<file path="src/rtl/i2s_pkg.sv">
// Shared types and constants for the I2S transmitter.
package i2s_pkg;

    localparam int unsigned FRAME_BITS = 32;
    localparam int unsigned SLOT_BITS  = 16;
    localparam int unsigned BIT_W      = $clog2(FRAME_BITS);

    typedef enum logic {IDLE, RUN} i2s_state_t;

    typedef logic signed [15:0] sample_t;

    typedef struct packed {
        sample_t left;
        sample_t right;
    } i2s_pair_t;

    // Word select for the bit about to be driven; leads the slot MSB by one BCLK.
    function automatic logic lr_for_bit(input logic [BIT_W-1:0] b);
        return (b >= BIT_W'(SLOT_BITS - 1)) && (b <= BIT_W'(FRAME_BITS - 2));
    endfunction

endpackage

</file>
<file path="src/rtl/i2s_clk_div.sv">
// BCLK generator: toggles bclk every BCLK_DIV enabled cycles and flags each edge
// with a combinational strobe aligned to the clk edge that moves bclk.
module i2s_clk_div #(
    parameter int unsigned BCLK_DIV = 4
) (
    input  logic clk,
    input  logic reset_n,
    input  logic enable,
    output logic bclk,
    output logic rise_c,
    output logic fall_c
);

    localparam int unsigned CNT_W = (BCLK_DIV > 1) ? $clog2(BCLK_DIV) : 1;
    localparam logic [CNT_W-1:0] LAST = CNT_W'(BCLK_DIV - 1);

    logic [CNT_W-1:0] divcnt;
    logic             wrap_c;

    assign wrap_c = enable && (divcnt == LAST);
    assign rise_c = wrap_c && !bclk;
    assign fall_c = wrap_c && bclk;

    always_ff @(posedge clk) begin
        if (!reset_n || !enable) begin
            divcnt <= '0;
            bclk   <= 1'b0;
        end else if (wrap_c) begin
            divcnt <= '0;
            bclk   <= ~bclk;
        end else begin
            divcnt <= divcnt + CNT_W'(1);
        end
    end

endmodule

</file>
<file path="src/rtl/i2s_tx.sv">
// I2S transmitter: one-deep holding register feeding a 32-bit frame shifter.
// Optional I2S_TX_MUTE_ON_UNDERRUN_EN sends silence on underrun instead of repeating.
module i2s_tx
    import i2s_pkg::*;
#(
    parameter int unsigned BCLK_DIV = 4
) (
    input  logic        clk,
    input  logic        reset_n,
    input  logic [15:0] left_in,
    input  logic [15:0] right_in,
    input  logic        sample_valid,
    output logic        sample_ready,
    output logic        bclk,
    output logic        lrclk,
    output logic        sdata,
    output logic        underrun
);

    i2s_state_t              state;
    logic [BIT_W-1:0]        bitcnt;
    i2s_pair_t               hold_reg;
    logic                    holding_full;
    logic [FRAME_BITS-1:0]   shift_reg;
    logic [FRAME_BITS-1:0]   last_frame;

    logic                    fall_c;
    logic                    unused_rise_c;
    logic                    accept_c;
    logic                    boundary_c;
    logic                    full_next_c;
    logic [FRAME_BITS-1:0]   load_word_c;

    i2s_clk_div #(.BCLK_DIV(BCLK_DIV)) u_clk_div (
        .clk     (clk),
        .reset_n (reset_n),
        .enable  (state == RUN),
        .bclk    (bclk),
        .rise_c  (unused_rise_c),
        .fall_c  (fall_c)
    );

    assign accept_c    = sample_valid && sample_ready;
    assign boundary_c  = fall_c && (bitcnt == BIT_W'(FRAME_BITS - 1));
    assign full_next_c = (holding_full && !boundary_c) || accept_c;

    // Word loaded at a frame boundary: fresh pair, or the underrun fill.
    always_comb begin
        load_word_c = FRAME_BITS'(hold_reg);
        if (!holding_full) begin
`ifdef I2S_TX_MUTE_ON_UNDERRUN_EN
            load_word_c = '0;
`else
            load_word_c = last_frame;
`endif
        end
    end

    always_ff @(posedge clk) begin
        if (!reset_n) begin
            state        <= IDLE;
            bitcnt       <= BIT_W'(FRAME_BITS - 1);
            hold_reg     <= '0;
            holding_full <= 1'b0;
            shift_reg    <= '0;
            last_frame   <= '0;
            lrclk        <= 1'b0;
            sdata        <= 1'b0;
            underrun     <= 1'b0;
            sample_ready <= 1'b1;
        end else begin
            underrun <= 1'b0;
            if (state == IDLE && accept_c) begin
                state <= RUN;
            end
            // All serial outputs move together on the falling BCLK.
            if (fall_c) begin
                bitcnt <= bitcnt + BIT_W'(1);
                lrclk  <= lr_for_bit(bitcnt + BIT_W'(1));
                if (boundary_c) begin
                    sdata     <= load_word_c[FRAME_BITS-1];
                    shift_reg <= {load_word_c[FRAME_BITS-2:0], 1'b0};
                    if (holding_full) begin
                        last_frame <= FRAME_BITS'(hold_reg);
                    end else begin
                        underrun <= 1'b1;
                    end
                end else begin
                    sdata     <= shift_reg[FRAME_BITS-1];
                    shift_reg <= {shift_reg[FRAME_BITS-2:0], 1'b0};
                end
            end
            if (accept_c) begin
                hold_reg <= i2s_pair_t'({left_in, right_in});
            end
            holding_full <= full_next_c;
            sample_ready <= ~full_next_c;
        end
    end

endmodule
</file>
<file path="config.mk">
export PLATFORM = sky130hd
export DESIGN_NAME = i2s_tx
export DESIGN_NICKNAME = d
export VERILOG_FILES = /design/src/rtl/i2s_pkg.sv /design/src/rtl/i2s_clk_div.sv /design/src/rtl/i2s_tx.sv
export SDC_FILE = /design/constraint.sdc
export NUM_CORES = 1
export LEC_CHECK = 0
export ABC_AREA = 1
export CORE_ASPECT_RATIO = 1.2
export CORE_MARGIN = 2
export CORE_UTILIZATION = 40
export CTS_CLUSTER_SIZE = 20
export DETAILED_ROUTE_END_ITERATION = 10
export PLACE_DENSITY_LB_ADDON = 0.1
export SETUP_SLACK_MARGIN = 0.15
export SYNTH_ARGS = -nofsm -noshare
export SYNTH_HDL_FRONTEND = slang
export SYNTH_SLANG_ARGS = --single-unit
export TNS_END_PERCENT = 5
</file>
<file path="constraint.sdc">
create_clock -name clk -period 1.95 [get_ports clk]
set_input_delay 0.195 -clock clk [delete_from_list [all_inputs] [get_ports clk]]
set_output_delay 0.195 -clock clk [all_outputs]
set_load 0.02 [all_outputs]
</file>
* Yosys cells after proc, flatten, opt, wreduce, memory -nomap -nowiden
Cells that the tools add are included.
** Storage, ports and cells
- Bits in registers :: 110
- Logic and storage cells :: 41
** Cells by class
- Multiplexer cells :: 4
- Add/sub/neg operators :: 2
- Magnitude comparators :: 2
- Bitwise logic cells :: 3
- Reduce and logical (&&, ||, !) cells :: 15
- Equal/unequal tests :: 2
** Operator list (number)
- 32-bit 2-to-1 mux :: 2
- 1-bit logical AND :: 7
- 5-bit by 1-bit adder with 5-bit output, second input constant :: 1
- 5-bit == test, second input constant :: 1
- 5-bit by 4-bit >= comparator with 1-bit output, second input constant :: 1
- 5-bit less-or-equal comparator, second input constant :: 1
- 1-bit zero test :: 3
- 1-bit NOT :: 3
- 3-bit AND reduction :: 1
- 2-bit by 1-bit adder with 2-bit output, second input constant :: 1
- 2-bit == test, second input constant :: 1
- 1-bit logical OR :: 2
- 1-bit 2-to-1 mux :: 2
- 2-bit AND reduction :: 1
- 2-bit OR reduction :: 1

* Depth between registers and ports, before layout
- Depth after elaboration :: 8
- Mapped depth :: 12
- Gate-level depth less buffers :: 11

* By module
Synthesis repeated with hierarchy kept, for this count alone.
** Second synthesis, totals
- Cells, all modules :: 556
- Area, all modules :: 4337.9 um2
** Modules (own cells, without submodules)
- i2s_tx :: times used 1, area each 4206.5 um2, cells each 539
- i2s_clk_div :: times used 1, area each 131.4 um2, cells each 17

* Least setup slack after synthesis
Ideal clock, no wire load.
- Path kind :: register to register
- Start point :: register bitcnt[0]
- End point :: register shift_reg[8]
- Required time :: 1.840 ns
- Setup slack :: 0.307 ns
- Cell stages (with the launch flop) :: 13
- Clock period less this slack :: 1.643 ns
- Library setup time :: 0.110 ns
- Buffers on the path :: 1
- Arrival :: 1.533 ns
- Path through :: dfxtp_1 > ha_1 > nand2_1 > nor2_1 > ha_1 > inv_1 > nand2_4 > inv_2 > buf_4 > nand2_1 > nand3_1 > nand2_1 > inv_1
** On the way
- Word-level cells in the longest chain between the ends :: 3
** RTL lines
- start: declaration :: RTL line i2s_tx.sv:21 : logic [BIT_W-1:0] bitcnt;
- start signal: assignment :: RTL line i2s_tx.sv:62 : bitcnt <= BIT_W'(FRAME_BITS - 1);
- start signal: assignment :: RTL line i2s_tx.sv:78 : bitcnt <= bitcnt + BIT_W'(1);
- 5-bit == test :: RTL line i2s_tx.sv:44 : assign boundary_c = fall_c && (bitcnt == BIT_W'(FRAME_BITS - 1));
- 1-bit logical AND :: RTL line i2s_tx.sv:44
- 32-bit 2-to-1 mux :: RTL line i2s_tx.sv:80 : if (boundary_c) begin
- end signal: assignment :: RTL line i2s_tx.sv:82 : shift_reg <= {load_word_c[FRAME_BITS-2:0], 1'b0};
- end signal: assignment :: RTL line i2s_tx.sv:90 : shift_reg <= {shift_reg[FRAME_BITS-2:0], 1'b0};
- end: declaration :: RTL line i2s_tx.sv:24 : logic [FRAME_BITS-1:0] shift_reg;
Every way passes these cells.
A chain may end at the register's enable or synchronous reset.

* Worst setup path after layout
- Start point :: register u_clk_div.divcnt[0]
- End point :: register shift_reg[15]
** On the way
- Word-level cells in the longest chain between the ends :: 5
** RTL lines
- start: declaration :: RTL line i2s_clk_div.sv:17 : logic [CNT_W-1:0] divcnt;
- start signal: assignment :: RTL line i2s_clk_div.sv:32 : divcnt <= divcnt + CNT_W'(1);
- 2-bit == test * :: RTL line i2s_clk_div.sv:20 : assign wrap_c = enable && (divcnt == LAST);
- 1-bit logical AND * :: RTL line i2s_clk_div.sv:20
- 1-bit logical AND * :: RTL line i2s_clk_div.sv:22 : assign fall_c = wrap_c && bclk;
- 1-bit logical AND :: RTL line i2s_tx.sv:44
- 32-bit 2-to-1 mux :: RTL line i2s_tx.sv:80
Mark *: on every way between the ends. The rest lies on a longest branch, timed or not.

==> impl_metrics.json <==
{
  "status": "completed",
  "holdPathEnd": "bitcnt[3]$_SDFFE_PN1P_",
  "fin_crit_sh_pct": 86.4,
  "p_clk_share_pct": 40.9,
  "rr_endpoint": "shift_reg[15]$_SDFFE_PN0P_",
  "slew-limit-headroom_pct": 66.2,
  "setup_violations": 0,
  "first_pass_iters": 4,
  "cts_root_buffer": "clkbuf_16",
  "worst_setup_path_end_kind": "flip-flop",
  "antenna_cells": 0,
  "gr-usage-all-layers_pct": 17.3,
  "netlist_instances": 603,
  "rsz0062_at_grt": "yes",
  "synth.largest_area_cell": "dfxtp_1",
  "antenna_found_initial": 0,
  "syn_area_per_cell_um2": 7.27,
  "drc_errors": 0,
  "rrSetupSlack_ns": 0.26,
  "drv_cap": 0,
  "overflow": 0,
  "vdd_drop_max_mv": 0.474,
  "crit-reg2reg-launch": "u_clk_div.divcnt[0]$_SDFF_PP0_",
  "cts_setup_buffers": 0,
  "max_freq_ghz": 0.593,
  "tns_ns": 0,
  "ctsHtreeMaxLevel": 3,
  "multi_input_area_um2": 1880,
  "wl_met3_um": 446,
  "worstSetupStartpointType": "flip-flop",
  "maxSlewViolCount": 0,
  "crit_fanout": 25,
  "syn_to_final_growth_pct": 17.7,
  "p_per_area_nw_per_um2": 860,
  "path_class": "flip-flop to flip-flop",
  "met2_length_um": 4290,
  "yosysWarnings": 0,
  "top_layer": "met4",
  "timing.hold.ws_ns": 0.285,
  "vias": 3753,
  "ys_ff_latch": 109,
  "met1Wirelength_um": 4940,
  "core-area_um2": 10600,
  "routed_wl_um": 9800,
  "p_leak_nw": 2.24,
  "drtIter0Drc": 251,
  "dieArea_um2": 11800,
  "clock_skew_ns": 0.00843,
  "synth_top_area_share_pct": 49.7,
  "hold_path.class": "primary input to flip-flop",
  "cts_buffer_depth": 2,
  "cts-resized-gates": 0,
  "post_drt_wl_per_cell_um": 12.9,
  "cts_buffers": 9,
  "r2r_cells": 7,
  "initial_core_util_pct": 41.3,
  "fin_crit_ns": 1.69,
  "cts_hold_buf": 0,
  "grt_pass1_vias": 3477,
  "p_sw_mw": 0.991,
  "grt_pass1_wl_um": 16500,
  "port_buffers": 39,
  "io_pins": 40,
  "synth-async-reset-ratio_pct": 0,
  "min_path_cells": 2,
  "syn_nets": 643,
  "ant_nets": 0,
  "die_h_um": 119,
  "fillers": 1058,
  "clock_sinks": 109,
  "gp_congestion": 0.763,
  "yosysMostFrequentCell": "nand2_1",
  "insertion_delay_ns": 0.34,
  "synthTopCellsByArea": "dfxtp_1, nand2_1, a21oi_1, nor2_1, o21ai_0",
  "worstMarginPinSlew_ns": 0.506,
  "combPwrFrac_pct": 6.7,
  "synthFlopType": "dfxtp_1",
  "nets": 668,
  "synth_commonest_cells": "nand2_1, dfxtp_1, nor2_1",
  "synth_edf_count": 0,
  "syn_area_um2": 4390,
  "min_from": "reset_n",
  "clkTransAtPathRegs_ns": 0.07,
  "avgViaCountPerCell": 4.93,
  "yosysSeqAreaShare_pct": 49.7,
  "arrival_ns": 1.92,
  "critPathRequiredTime_ns": 2.18,
  "cts_tree": "built",
  "seq_power_share_pct": 52.3,
  "synth_cell_types": 28,
  "dp_hpwl_um": 6420,
  "die-width_um": 99.6,
  "hold_violations": 0,
  "num_rows": 41,
  "drive_gt1_share_pct": 6.79,
  "grt_max_degree": 48,
  "seq_area_um2": 2180,
  "p_sw_share_pct": 22.3,
  "p_int_mw": 3.45
}
-- layout make-up --
cell class	count	area share [%]
clock buffers	12	4.77
clock inverters	4	0.921
inverters	34	2.67
multi-input cells	423	36.5
flip-flops and latches	109	42.3
well taps	129	3.13
repair buffers	51	9.69
-- worst max-delay path by stage --
stage / start / endpoint / slack (ns) / depth (start not counted)
final: u_clk_div.divcnt[0]$_SDFF_PP0_ / shift_reg[15]$_SDFFE_PN0P_ / 0.26 / 7
after global routing: bitcnt[0]$_SDFFE_PN1P_ / sdata$_SDFFE_PN0P_ / 0.11 / 11
after global placement: u_clk_div.divcnt[0]$_SDFF_PP0_ / lrclk$_SDFFE_PN0P_ / 0.26 / 9
after detailed placement: bitcnt[0]$_SDFFE_PN1P_ / shift_reg[8]$_SDFFE_PN0P_ / 0.20 / 11
after floorplan: bitcnt[0]$_SDFFE_PN1P_ / shift_reg[8]$_SDFFE_PN0P_ / 0.31 / 12
after CTS: bitcnt[0]$_SDFFE_PN1P_ / shift_reg[31]$_SDFFE_PN0P_ / 0.18 / 11
-- logic make-up after synthesis --
family | synth area share, %
buffers and inverters | 7.36
AND/OR/NAND/NOR | 25.8
flip-flops | 49.7
adder cells (fa/ha/maj) | 1.43
AO/OA/AOI/OAI | 15.7
-- critical path, stage by stage (launching register included) --
cell and delay, ns:
dfxtp_1 0.35, ha_1 0.22, nand2_1 0.08, nor2_2 0.32, nand2_4 0.14, buf_12 0.20, o21ai_1 0.20, nor2_1 0.07
-- placed cells by master (no fill, tap or decap), types with 2 or more instances in the layout --
master             n
nand2_1          176
dfxtp_1          107
nor2_1            80
a21oi_1           61
o21ai_0           56
clkdlybuf4s50_1   38
inv_1             30
nand3_1           15
buf_4             10
clkbuf_16          9
o21ai_1            6
o22ai_1            6
nor3_1             4
nand2_2            4
ha_1               4
o211ai_1           2
nand2_4            2
inv_2              2
dfxtp_2            2
clkbuf_1           2
clkinv_2           2
buf_12             2
-- power groups by stage --
| stage | logic (mW) | clock network (mW) | registers [mW] |
|---|---|---|---|
| after floorplan | 0.176 | 0 | 2.36 |
| after detailed placement | 0.304 | 0 | 2.37 |
| after global placement | 0.301 | 0 | 2.37 |
| after global routing | 0.338 | 1.96 | 2.33 |
| final | 0.299 | 1.82 | 2.32 |
| after CTS | 0.304 | 1.86 | 2.32 |
-- per-stage QoR --
stage | setup WS [ns] | total power, mW | instances | cell area (um^2) | utilization [%]
finish | 0.265 | 4.44 | 762 | 5160 | 48.6
global route | 0.115 | 4.62 | 762 | 5160 | 48.6
CTS | 0.183 | 4.49 | 762 | 5150 | 48.5
detailed placement | 0.200 | 2.68 | 746 | 4860 | 45.8
global placement | 0.264 | 2.67 | 746 | 4860 | 45.8
floorplan | 0.307 | 2.54 | 603 | 4390 | -
-- metal layers --
| layer | GRT usage (%) | vias to the layer above |
|---|---|---|
| met5 | 0 | - |
| met4 | 5.65 | 0 |
| met3 | 3.02 | 10 |
| met2 | 26.6 | 80 |
| met1 | 24.7 | 1685 |
| li1 | - | 1978 |
Power figures use the tool's default switching activity.
